$ cat config.mk
export PLATFORM = sky130hd
export DESIGN_NAME = delayed_combiner
export DESIGN_NICKNAME = d
export VERILOG_FILES = /design/src/rtl/delayed_combiner_pkg.sv /design/src/rtl/delayed_combiner_fifo.sv /design/src/rtl/delayed_combiner.sv
export SDC_FILE = /design/constraint.sdc
export NUM_CORES = 1
export LEC_CHECK = 0
export ABC_AREA = 1
export ABC_CLOCK_PERIOD_IN_PS = 3100
export CAP_MARGIN = 10
export CORE_AREA = 8 8 113 135
export CTS_BUF_LIST = sky130_fd_sc_hd__clkbuf_2 sky130_fd_sc_hd__clkbuf_4 sky130_fd_sc_hd__clkbuf_8
export CTS_CLUSTER_SIZE = 8
export DETAILED_ROUTE_END_ITERATION = 10
export DIE_AREA = 0 0 121 143
export PLACE_DENSITY = 0.84
export SLEW_MARGIN = 20
export SYNTH_ARGS = -nofsm -noshare
export SYNTH_HDL_FRONTEND = slang
export SYNTH_SLANG_ARGS = --single-unit
$ cat constraint.sdc
create_clock -name clk -period 3.1 [get_ports clk]
set_input_delay 0.62 -clock clk [delete_from_list [all_inputs] [get_ports clk]]
set_output_delay 0.62 -clock clk [all_outputs]
set_load 0.01 [all_outputs]
$ cat src/rtl/delayed_combiner_pkg.sv
// Shared register map, operation modes and controller states for the delayed combiner.
package delayed_combiner_pkg;

    localparam logic [2:0] ADDR_A_FULL_N  = 3'd0;
    localparam logic [2:0] ADDR_B_FULL_N  = 3'd1;
    localparam logic [2:0] ADDR_Y_EMPTY_N = 3'd2;
    localparam logic [2:0] ADDR_Y_DATA    = 3'd3;
    localparam logic [2:0] ADDR_PUSH_A    = 3'd4;
    localparam logic [2:0] ADDR_PUSH_B    = 3'd5;
    localparam logic [2:0] ADDR_DELAY     = 3'd6;
    localparam logic [2:0] ADDR_CFG       = 3'd7;

    typedef enum logic [1:0] {
        MODE_OR  = 2'd0,
        MODE_AND = 2'd1,
        MODE_XOR = 2'd2,
        MODE_ADD = 2'd3
    } mode_e;

    typedef enum logic {
        ST_IDLE = 1'b0,
        ST_WAIT = 1'b1
    } state_e;

endpackage

$ cat src/rtl/delayed_combiner_fifo.sv
// Synchronous FIFO; an enqueue into a full FIFO is accepted only when a dequeue happens on the same edge.
module combiner_fifo #(
    parameter int WIDTH = 8,
    parameter int DEPTH = 4
) (
    input  logic             clk,
    input  logic             rst_n,
    input  logic             enq,
    input  logic             deq,
    input  logic [WIDTH-1:0] d_in,
    output logic [WIDTH-1:0] d_out,
    output logic             full_n,
    output logic             empty_n
);

    localparam int AW = $clog2(DEPTH);
    localparam int CW = $clog2(DEPTH + 1);

    logic [WIDTH-1:0] mem_r [DEPTH];
    logic [AW-1:0]    wr_ptr_r;
    logic [AW-1:0]    rd_ptr_r;
    logic [CW-1:0]    count_r;
    logic             do_enq_s;
    logic             do_deq_s;

    assign full_n   = (count_r != CW'(DEPTH));
    assign empty_n  = (count_r != CW'(0));
    assign do_deq_s = deq & empty_n;
    assign do_enq_s = enq & (full_n | do_deq_s);
    assign d_out    = mem_r[rd_ptr_r];

    // Pointer and occupancy tracking; pointers wrap naturally as DEPTH is a power of two.
    always_ff @(posedge clk or negedge rst_n) begin
        if (!rst_n) begin
            wr_ptr_r <= AW'(0);
            rd_ptr_r <= AW'(0);
            count_r  <= CW'(0);
        end else begin
            if (do_enq_s) begin
                wr_ptr_r <= wr_ptr_r + AW'(1);
            end
            if (do_deq_s) begin
                rd_ptr_r <= rd_ptr_r + AW'(1);
            end
            case ({do_enq_s, do_deq_s})
                2'b10:   count_r <= count_r + CW'(1);
                2'b01:   count_r <= count_r - CW'(1);
                default: count_r <= count_r;
            endcase
        end
    end

    // Storage array.
    always_ff @(posedge clk) begin
        if (do_enq_s) begin
            mem_r[wr_ptr_r] <= d_in;
        end
    end

endmodule

$ cat src/rtl/delayed_combiner.sv
// Register-mapped two-operand combiner: operands queue in FIFOs A/B, a timer delays each
// combination, and results queue in FIFO Y for software to drain.
module delayed_combiner
    import delayed_combiner_pkg::*;
#(
    parameter int WIDTH         = 8,
    parameter int DEPTH         = 4,
    parameter int DELAY_W       = 8,
    parameter int DEFAULT_DELAY = 50
) (
    input  logic             clk,
    input  logic             rst_n,
    input  logic [2:0]       write_address,
    input  logic [WIDTH-1:0] write_data,
    input  logic             write_en,
    output logic             write_rdy,
    input  logic [2:0]       read_address,
    input  logic             read_en,
    output logic [WIDTH-1:0] read_data,
    output logic             read_rdy
);

    function automatic logic [WIDTH-1:0] combine(input mode_e m,
                                                 input logic [WIDTH-1:0] a,
                                                 input logic [WIDTH-1:0] b);
        case (m)
            MODE_OR:  combine = a | b;
            MODE_AND: combine = a & b;
            MODE_XOR: combine = a ^ b;
            MODE_ADD: combine = a + b;
            default:  combine = a | b;
        endcase
    endfunction

    logic [DELAY_W-1:0] delay_r;
    mode_e              mode_r;
    logic               ovf_r;
    logic               unf_r;
    state_e             state_r;
    state_e             state_nx_s;
    logic [DELAY_W-1:0] cnt_r;
    logic [DELAY_W-1:0] cnt_nx_s;
    logic [DELAY_W-1:0] dly_r;
    logic [DELAY_W-1:0] dly_nx_s;
    mode_e              op_r;
    mode_e              op_nx_s;
    logic               fire_s;

    logic               push_a_s;
    logic               push_b_s;
    logic               pop_y_s;
    logic               cfg_wr_s;
    logic               ready_s;
    logic               ovf_set_s;
    logic               unf_set_s;
    logic               flag_clr_s;
    mode_e              fire_mode_s;
    logic [WIDTH-1:0]   y_din_s;

    logic [WIDTH-1:0]   a_dout_s;
    logic [WIDTH-1:0]   b_dout_s;
    logic [WIDTH-1:0]   y_dout_s;
    logic               a_full_n_s;
    logic               a_empty_n_s;
    logic               b_full_n_s;
    logic               b_empty_n_s;
    logic               y_full_n_s;
    logic               y_empty_n_s;

    assign write_rdy  = 1'b1;
    assign read_rdy   = 1'b1;

    assign push_a_s   = write_en && (write_address == ADDR_PUSH_A);
    assign push_b_s   = write_en && (write_address == ADDR_PUSH_B);
    assign cfg_wr_s   = write_en && (write_address == ADDR_CFG);
    assign pop_y_s    = read_en && (read_address == ADDR_Y_DATA);
    assign ready_s    = a_empty_n_s & b_empty_n_s;

    // A push is only lost when the FIFO is full and not being drained on the same edge.
    assign ovf_set_s  = ((push_a_s & ~a_full_n_s) | (push_b_s & ~b_full_n_s)) & ~fire_s;
    assign unf_set_s  = pop_y_s & ~y_empty_n_s;
    assign flag_clr_s = cfg_wr_s & write_data[2];

    // A zero-delay fire from IDLE uses the live mode; the latched copy only exists from WAIT on.
    assign fire_mode_s = (state_r == ST_IDLE) ? mode_r : op_r;
    assign y_din_s     = combine(fire_mode_s, a_dout_s, b_dout_s);

    combiner_fifo #(.WIDTH(WIDTH), .DEPTH(DEPTH)) u_fifo_a (
        .clk     (clk),
        .rst_n   (rst_n),
        .enq     (push_a_s),
        .deq     (fire_s),
        .d_in    (write_data),
        .d_out   (a_dout_s),
        .full_n  (a_full_n_s),
        .empty_n (a_empty_n_s)
    );

    combiner_fifo #(.WIDTH(WIDTH), .DEPTH(DEPTH)) u_fifo_b (
        .clk     (clk),
        .rst_n   (rst_n),
        .enq     (push_b_s),
        .deq     (fire_s),
        .d_in    (write_data),
        .d_out   (b_dout_s),
        .full_n  (b_full_n_s),
        .empty_n (b_empty_n_s)
    );

    combiner_fifo #(.WIDTH(WIDTH), .DEPTH(DEPTH)) u_fifo_y (
        .clk     (clk),
        .rst_n   (rst_n),
        .enq     (fire_s),
        .deq     (pop_y_s),
        .d_in    (y_din_s),
        .d_out   (y_dout_s),
        .full_n  (y_full_n_s),
        .empty_n (y_empty_n_s)
    );

    // Software-visible configuration and sticky error flags; a set beats a same-cycle clear.
    always_ff @(posedge clk or negedge rst_n) begin
        if (!rst_n) begin
            delay_r <= DELAY_W'(DEFAULT_DELAY);
            mode_r  <= MODE_OR;
            ovf_r   <= 1'b0;
            unf_r   <= 1'b0;
        end else begin
            if (write_en && (write_address == ADDR_DELAY)) begin
                delay_r <= write_data[DELAY_W-1:0];
            end
            if (cfg_wr_s) begin
                mode_r <= mode_e'(write_data[1:0]);
            end
            if (ovf_set_s) begin
                ovf_r <= 1'b1;
            end else if (flag_clr_s) begin
                ovf_r <= 1'b0;
            end
            if (unf_set_s) begin
                unf_r <= 1'b1;
            end else if (flag_clr_s) begin
                unf_r <= 1'b0;
            end
        end
    end

    // Controller state register.
    always_ff @(posedge clk or negedge rst_n) begin
        if (!rst_n) begin
            state_r <= ST_IDLE;
            cnt_r   <= DELAY_W'(0);
            dly_r   <= DELAY_W'(0);
            op_r    <= MODE_OR;
        end else begin
            state_r <= state_nx_s;
            cnt_r   <= cnt_nx_s;
            dly_r   <= dly_nx_s;
            op_r    <= op_nx_s;
        end
    end

    // Next-state logic: latch delay/mode at transaction start, count, fire when Y has room.
    always_comb begin
        state_nx_s = state_r;
        cnt_nx_s   = cnt_r;
        dly_nx_s   = dly_r;
        op_nx_s    = op_r;
        fire_s     = 1'b0;
        case (state_r)
            ST_IDLE: begin
                if (ready_s) begin
                    dly_nx_s = delay_r;
                    op_nx_s  = mode_r;
                    if ((delay_r == DELAY_W'(0)) && y_full_n_s) begin
                        fire_s = 1'b1;
                    end else begin
                        cnt_nx_s   = DELAY_W'(1);
                        state_nx_s = ST_WAIT;
                    end
                end else begin
                    state_nx_s = ST_IDLE;
                end
            end
            ST_WAIT: begin
                if ((cnt_r >= dly_r) && y_full_n_s) begin
                    fire_s     = 1'b1;
                    state_nx_s = ST_IDLE;
                end else if (cnt_r >= dly_r) begin
                    cnt_nx_s = dly_r;
                end else begin
                    cnt_nx_s = cnt_r + DELAY_W'(1);
                end
            end
            default: begin
                state_nx_s = ST_IDLE;
            end
        endcase
    end

    // Read mux; all fields are zero-extended to the data-port width.
    always_comb begin
        read_data = {WIDTH{1'b0}};
        case (read_address)
            ADDR_A_FULL_N:  read_data = WIDTH'(a_full_n_s);
            ADDR_B_FULL_N:  read_data = WIDTH'(b_full_n_s);
            ADDR_Y_EMPTY_N: read_data = WIDTH'(y_empty_n_s);
            ADDR_Y_DATA:    read_data = y_empty_n_s ? y_dout_s : {WIDTH{1'b0}};
            ADDR_DELAY:     read_data = WIDTH'(delay_r);
            ADDR_CFG:       read_data = WIDTH'({ovf_r, unf_r, mode_r});
            default:        read_data = {WIDTH{1'b0}};
        endcase
    end

endmodule

[Word-level counts from Yosys, hierarchy flattened]
Memory sizes are Yosys's and may differ from the RTL's.
Cells that the tools add are included.
Operators by class
  equality and inequality tests: 24
  reduce and logical (&&, ||, !) cells: 20
  bitwise gates (word level): 24
  $lt $le $gt $ge: 1
  muxes and demuxes: 29
  $add $sub $neg: 14
Operators with widths (count)
  8-bit one-hot mux with 6 select lines: 1
  8-bit 2-to-1 mux: 5
  8-bit one-hot mux with 4 select lines: 1
  3-bit equality test, second input constant: 6
  3-bit one-hot mux with 2 select lines: 3
  8-bit one-hot mux with 2 select lines: 1
  1-bit 2-to-1 mux: 15
  2-bit by 1-bit adder with 2-bit output, second input constant: 6
  1-bit AND: 12
  2-bit equality test, second input constant: 5
  2-bit nonzero test: 5
  3-bit by 1-bit adder with 3-bit output, second input constant: 3
  3-bit != test, second input constant: 3
  3-bit nonzero test: 3
  3-bit by 1-bit subtractor with 3-bit output, second input constant: 3
  8-bit by 1-bit adder with 8-bit output, second input constant: 1
  8-bit adder: 1
  8-bit AND: 1
  2-bit by 1-bit equality test with 1-bit output, second input constant: 4
  8-bit >= comparator: 1
  8-bit zero test: 1
  8-bit bitwise OR: 1
  8-bit bitwise XOR: 1
  1-bit logical AND: 7
  11 further kinds: 22
Storage, ports and cells
  bits in writable memories: 96
  output and inout port bits: 10
  memories: 3
  word-level logic and storage cells: 132
  bits of input ports: 18
  register bits after elaboration: 52
Memories
  u_fifo_a.mem_r: depth 4, width 8, read ports 1, clocked after Yosys merged registers in 0, wr ports 1, line delayed_combiner_fifo.sv:19  | logic [WIDTH-1:0] mem_r [DEPTH];
  u_fifo_b.mem_r: depth 4, width 8, read ports 1, clocked after Yosys merged registers in 0, wr ports 1, line delayed_combiner_fifo.sv:19
  u_fifo_y.mem_r: depth 4, width 8, read ports 1, clocked after Yosys merged registers in 0, wr ports 1, line delayed_combiner_fifo.sv:19

[Depth between registers and ports, before layout]
  word-level depth: 10
  gate-level depth with buffers: 19
  mapped depth without buffers: 19

[Hierarchy]
Synthesis repeated with hierarchy kept, for this count alone.
Second synthesis, totals
  cell total of the unflattened synthesis: 813
  area, all modules: 7667.4 um^2
By module, submodules not included
  combiner_fifo (u_fifo_b ...): area an instance 1714.1 um^2, times used 2, seq. area each 1136.1 um^2, cells each 147
  delayed_combiner: area an instance 2608.8 um^2, times used 1, seq. area each 779.5 um^2, cells each 390
  combiner_fifo (u_fifo_a): area an instance 1630.3 um^2, times used 1, seq. area each 1136.1 um^2, cells each 129

[Least setup slack after synthesis]
OpenSTA, ideal clock, no wires.
  path type: reg-to-reg
  start: reg cnt_r[5]
  end: reg u_fifo_b.count_r[2]
  slack: 576 ps
  setup time: 131 ps
  required time: 2969 ps
  period minus slack after synthesis: 2524 ps
  stages on the path, launching flop included: 15
  path buffers: 0
  arrival: 2393 ps
  cell sequence: dfrtp_1 -> ha_1 -> a21oi_1 -> nor2_1 -> nor2_2 -> nand3_4 -> nand3_4 -> nand3_2 -> nand2_2 -> ha_1 -> inv_1 -> fa_1 -> a21oi_1 -> o21ai_0 -> xor2_1
On the way
  word-level cells in the longest chain between the ends: 9
  elaborated cells on any way between the ends: 11
  classes of those cells: order compare (1); eq/ne (2); mux (3); bitwise (3); reduce/logical (2)
RTL lines
  from (decl): line delayed_combiner.sv:41  | logic [DELAY_W-1:0] cnt_r;
  from (signal assigned): line delayed_combiner.sv:157  | cnt_r <= cnt_nx_s;
  8-bit >= comparator (*): line delayed_combiner.sv:186  | if ((cnt_r >= dly_r) && y_full_n_s) begin
  1-bit logical AND (*): line delayed_combiner.sv:186
  1-bit 2-to-1 mux (*): line delayed_combiner.sv:186
  1-bit one-hot mux with 2 select lines (*): line delayed_combiner.sv:170  | case (state_r)
  1-bit AND (*): line delayed_combiner_fifo.sv:28  | assign do_deq_s = deq & empty_n;
  1-bit bitwise OR: line delayed_combiner_fifo.sv:29  | assign do_enq_s = enq & (full_n | do_deq_s);
  1-bit AND: line delayed_combiner_fifo.sv:29
  2-bit by 1-bit equality test with 1-bit output / 2-bit equality test (equally long branches): line delayed_combiner_fifo.sv:45  | case ({do_enq_s, do_deq_s})
  3-bit one-hot mux with 2 select lines / 2-bit nonzero test (equally long branches)
  to (signal assigned): line delayed_combiner_fifo.sv:46  | 2'b10: count_r <= count_r + CW'(1);
  to (signal assigned): line delayed_combiner_fifo.sv:47  | 2'b01: count_r <= count_r - CW'(1);
  to (signal assigned): line delayed_combiner_fifo.sv:48  | default: count_r <= count_r;
  to (decl): line delayed_combiner_fifo.sv:22  | logic [CW-1:0] count_r;
Mark *: on every way between the ends. The rest lies on a longest branch, timed or not.
A chain may end at the register's enable or synchronous reset.

[Final worst setup path]
  start: in read_address[1]
  end: out read_data[2]
On the way
  word-level cells in the longest chain between the ends: 2
  elaborated cells on any way between the ends: 7
  classes of those cells: eq/ne (5); mux (1); reduce/logical (1)
RTL lines
  from (decl): line delayed_combiner.sv:17  | input logic [2:0] read_address,
  3-bit equality test (tied with other cells): line delayed_combiner.sv:204  | case (read_address)
  8-bit one-hot mux with 6 select lines (*): line delayed_combiner.sv:204
  to (decl): line delayed_combiner.sv:19  | output logic [WIDTH-1:0] read_data,
Marks and branches as above.

==> key figures <==
Outcome
  – Status: finished, final reports clean

Yosys
  – Share of the synthesized area in the top cell type: 38.9%
  – Synthesis warning total: 0
  – Syn Area/Cell: 10.0 um^2
  – Largest cells by area after synthesis: edfxtp_1 39%, dfrtp_1 17%, nand2_1 8.1%, ha_1 6.8%, inv_1 5.0%
  – Synthesized cell area: 7410 um^2
  – Post-synth EDFFs: 96
  – Sequential element share of the synthesized area: 56.5%
  – Proportion of register bits with asynchronous set or reset after synthesis: 35.1%
  – Leading post-synthesis cells by instance count: 160 x nand2_1, 99 x inv_1, 96 x edfxtp_1
  – Prevailing post-synth register cell: edfxtp_1
  – Number of unique standard cell types used by synthesis: between 40 and 50
  – Cells after synthesis: between 700 and 800
  – Synthesis-stage register bit count: 148
  – Cell with the most instances after synthesis: nand2_1
  – Yosys top cell by area: edfxtp_1

Drt
  – Total via count after detailed routing: 5218
  – Detailed-route vias per instance: 5.40
  – DR iter-0 viols: 376
  – Post-route ant nets: 0
  – Post-detailed-route DRC marker count: 0
  – Number of iterations in the first detailed-routing pass: 5
  – Final Routed Wirelength: ~15000 um
  – Mean routed wirelength per cell: 15.0 um

CTS
  – Max Root-Sink Buffers: 2
  – Maximum level of the CTS H-tree: 4
  – CTS tree: built
  – Setup Fix Bufs, Post-CTS: 0
  – Root cell of the clock tree: clkbuf_8
  – Clock-pin slew reported for the worst setup and hold paths after clock tree synthesis: 0.09 ns
  – Insertion delay of the later-clocked pin in the worst-skew pair: roughly 0.45 ns
  – Clock sinks: 148
  – Total clock buffers created by CTS: 17

Layout
  – Area Overhead vs Synth: 12.4%
  – Nets: 847
  – Share of post-route cells with drive strength above 1: 10.9%
  – Total inserted antenna cells: 0

GRT
  – Antenna violations before repair: 0
  – All-layer global routing usage: between 15 and 20%
  – Global route overflow: 0
  – First-pass GRT wire length: 24000 um
  – Maximum number of pins on one net before global-route repair: 35
  – Vias in the first global route: approximately 5000

Floorplan
  – Area of the core: 13100 um^2
  – Die Span Y: approximately 140 um
  – Starting density of the core: 56.7%
  – Top-level I/O count: 28
  – Die Span X: 121 um
  – DIE AREA: about 17000 um^2
  – Num rows: 46

Setup path
  – Critical path peak fanout: 7
  – Critical-path cell list: clkdlybuf4s50_1 > inv_1 > nor3_1 > nand2_1 > inv_2 > nand2_1 > o221ai_1 > clkdlybuf4s50_1
  – Class of the most critical setup path: primary input to output pin
  – Crit start category: primary input
  – Worst path bufs/invs: 4
  – Element type at the critical path end: output pin
  – Cell type group with the largest total delay on the critical path: buffers and inverters
  – Worst path arrival time: 2.40 ns
  – Worst path max stage delay: approximately 0.57 ns
  – Max stage delay cell, worst path: clkdlybuf4s50_1
  – Critical Path RT: 2.48 ns

STA
  – Highest achievable clock rate: 331 MHz
  – Portion of the clock cycle consumed by the worst path in the final layout: a little over nine tenths
  – Clk_skew: 0.0132 ns
  – Tightest Pin Transition: 0.764 ns
  – Worst Slack Setup Final: 0.0779 ns
  – Slew Viols, Final: 0
  – Min Clock Period, post-route: 3.02 ns
  – TNS Setup: 0 ns
  – Worst relative slew slack: 49.1%
  – RSZ-0062 raised after global routing: no
  – Setup-failing EPs final: 0
  – Final hold violations: 0
  – Post-Route Hold Slack: 0.246 ns

Job
  – MaxCap Viol Count: 0

Worst hold path
  – Type of the tightest min-delay check: primary input to async pin

Placed design
  – Detailed placement HPWL: ~11000 um
  – Worst slack at placement: between 0.03 and 0.04 ns
  – Port buffer count: 25
  – Routability congestion estimate: approximately 0.88

Pwr
  – Power density normalized to cell area: 537 nW/um^2
  – Cell leakage power: around 3.6 nW
  – Peak supply drop: ~0.00028 V
==> kinds of logic after synthesis <==
| group | synth area share (%) |
|---|---|
| AOI/OAI and AO/OA | 10.5 |
| other | 0.0506 |
| adders and majority gates | 7.83 |
| buffers and inverters | 6.84 |
| and+or+nand+nor | 16.2 |
| xor gates and xnor gates | 2.01 |
| DFF | 56.5 |
==> worst reg2reg max path: stages (launching register included) <==
cell and delay, ns:
dfrtp_1 0.45, ha_1 0.33, a21oi_1 0.16, nor2_1 0.06, nor2_2 0.14, nand3_4 0.10, nand3_4 0.11, nand3_2 0.13
nand2_2 0.17, ha_1 0.16, inv_1 0.06, fa_1 0.38, a21oi_1 0.15, o21ai_0 0.13, xor2_1 0.16
==> per-layer routing <==
layer / wire, um / up-vias / global-route usage [%]
li1: - / 2579 / -
met1: 6080 / 2483 / 20.2
met2: 7450 / 126 / 31.3
met3: 574 / 30 / 3.52
met4: 418 / 0 / 8.43
met5: 0 / - / 0
==> layout make-up <==
cell class | instances | area (um^2)
Fill cell | 1018 | 4740
Multi-Input combinational cell | 464 | 2730
Sequential cell | 148 | 4190
Clock buffer | 18 | 241
Inverter | 107 | 404
Timing Repair Buffer | 47 | 413
Clock inverter | 14 | 143
Tap cell | 168 | 210
==> placed cells by master, fill, tap and decap left out, drive strengths merged, types with 7 or more instances in the layout <==
master / count
nor2: 62
xnor2: 7
dfrtp: 49
clkbuf: 18
inv: 113
clkdlybuf4s50: 23
o32ai: 8
a32oi: 16
nand2: 167
xor2: 10
nand3: 29
nor3: 7
ha: 40
a21oi: 30
o21ai: 55
edfxtp: 96
buf: 23
==> metrics by stage <==
step,std cells,power (W),cell area (um^2),utilization (%)
4_1_cts,966,0.00451,8330,63.7
3_5_place_dp,934,0.00306,7930,60.7
2_1_floorplan,739,0.00282,7410,-
5_1_grt,966,0.00468,8330,63.7
6_report,966,0.00447,8330,63.7
3_3_place_gp,934,0.00304,7930,60.7
==> where the power goes <==
| part | total (W) | internal [W] | switching (W) |
|---|---|---|---|
| combinational | 0.000686 | 0.000281 | 0.000405 |
| sequential | 0.00235 | 0.00221 | 0.000141 |
| clock | 0.00143 | 0.000671 | 0.000763 |
| total | 0.00447 | 0.00316 | 0.00131 |
==> flip-flops by register name, summed over array words and instances (netlist names), 3 cells and up <==
| signal | cells |
|---|---|
| cnt_r | 8 |
| delay_r | 8 |
| dly_r | 8 |
| u_fifo_a.count_r | 3 |
| u_fifo_a.mem_r | 32 |
| u_fifo_b.count_r | 3 |
| u_fifo_b.mem_r | 32 |
| u_fifo_y.count_r | 3 |
| u_fifo_y.mem_r | 32 |
==> path summary, 6_finish.rpt <==
check,start,end,slack (ns),depth (start not counted)
worst max-delay path,read_address[1],read_data[2],0.08,8
worst min-delay path,rst_n,cnt_r[4],0.25,1
worst max register to register,cnt_r[5],u_fifo_a.count_r[2],0.29,14
worst min register to register,op_r[1],op_r[1],0.49,2
max in group asynchronous,rst_n,delay_r[1],2.12,2
min in group clk,op_r[1],op_r[1],0.49,2
==> what timing repair did <==
item	in CTS	in global routing
pin swaps	0	0
setup endpoints to repair	2	7
resized for setup	3	2
hold buffers	0	0
No activity file was read; power rests on OpenSTA's default activity.
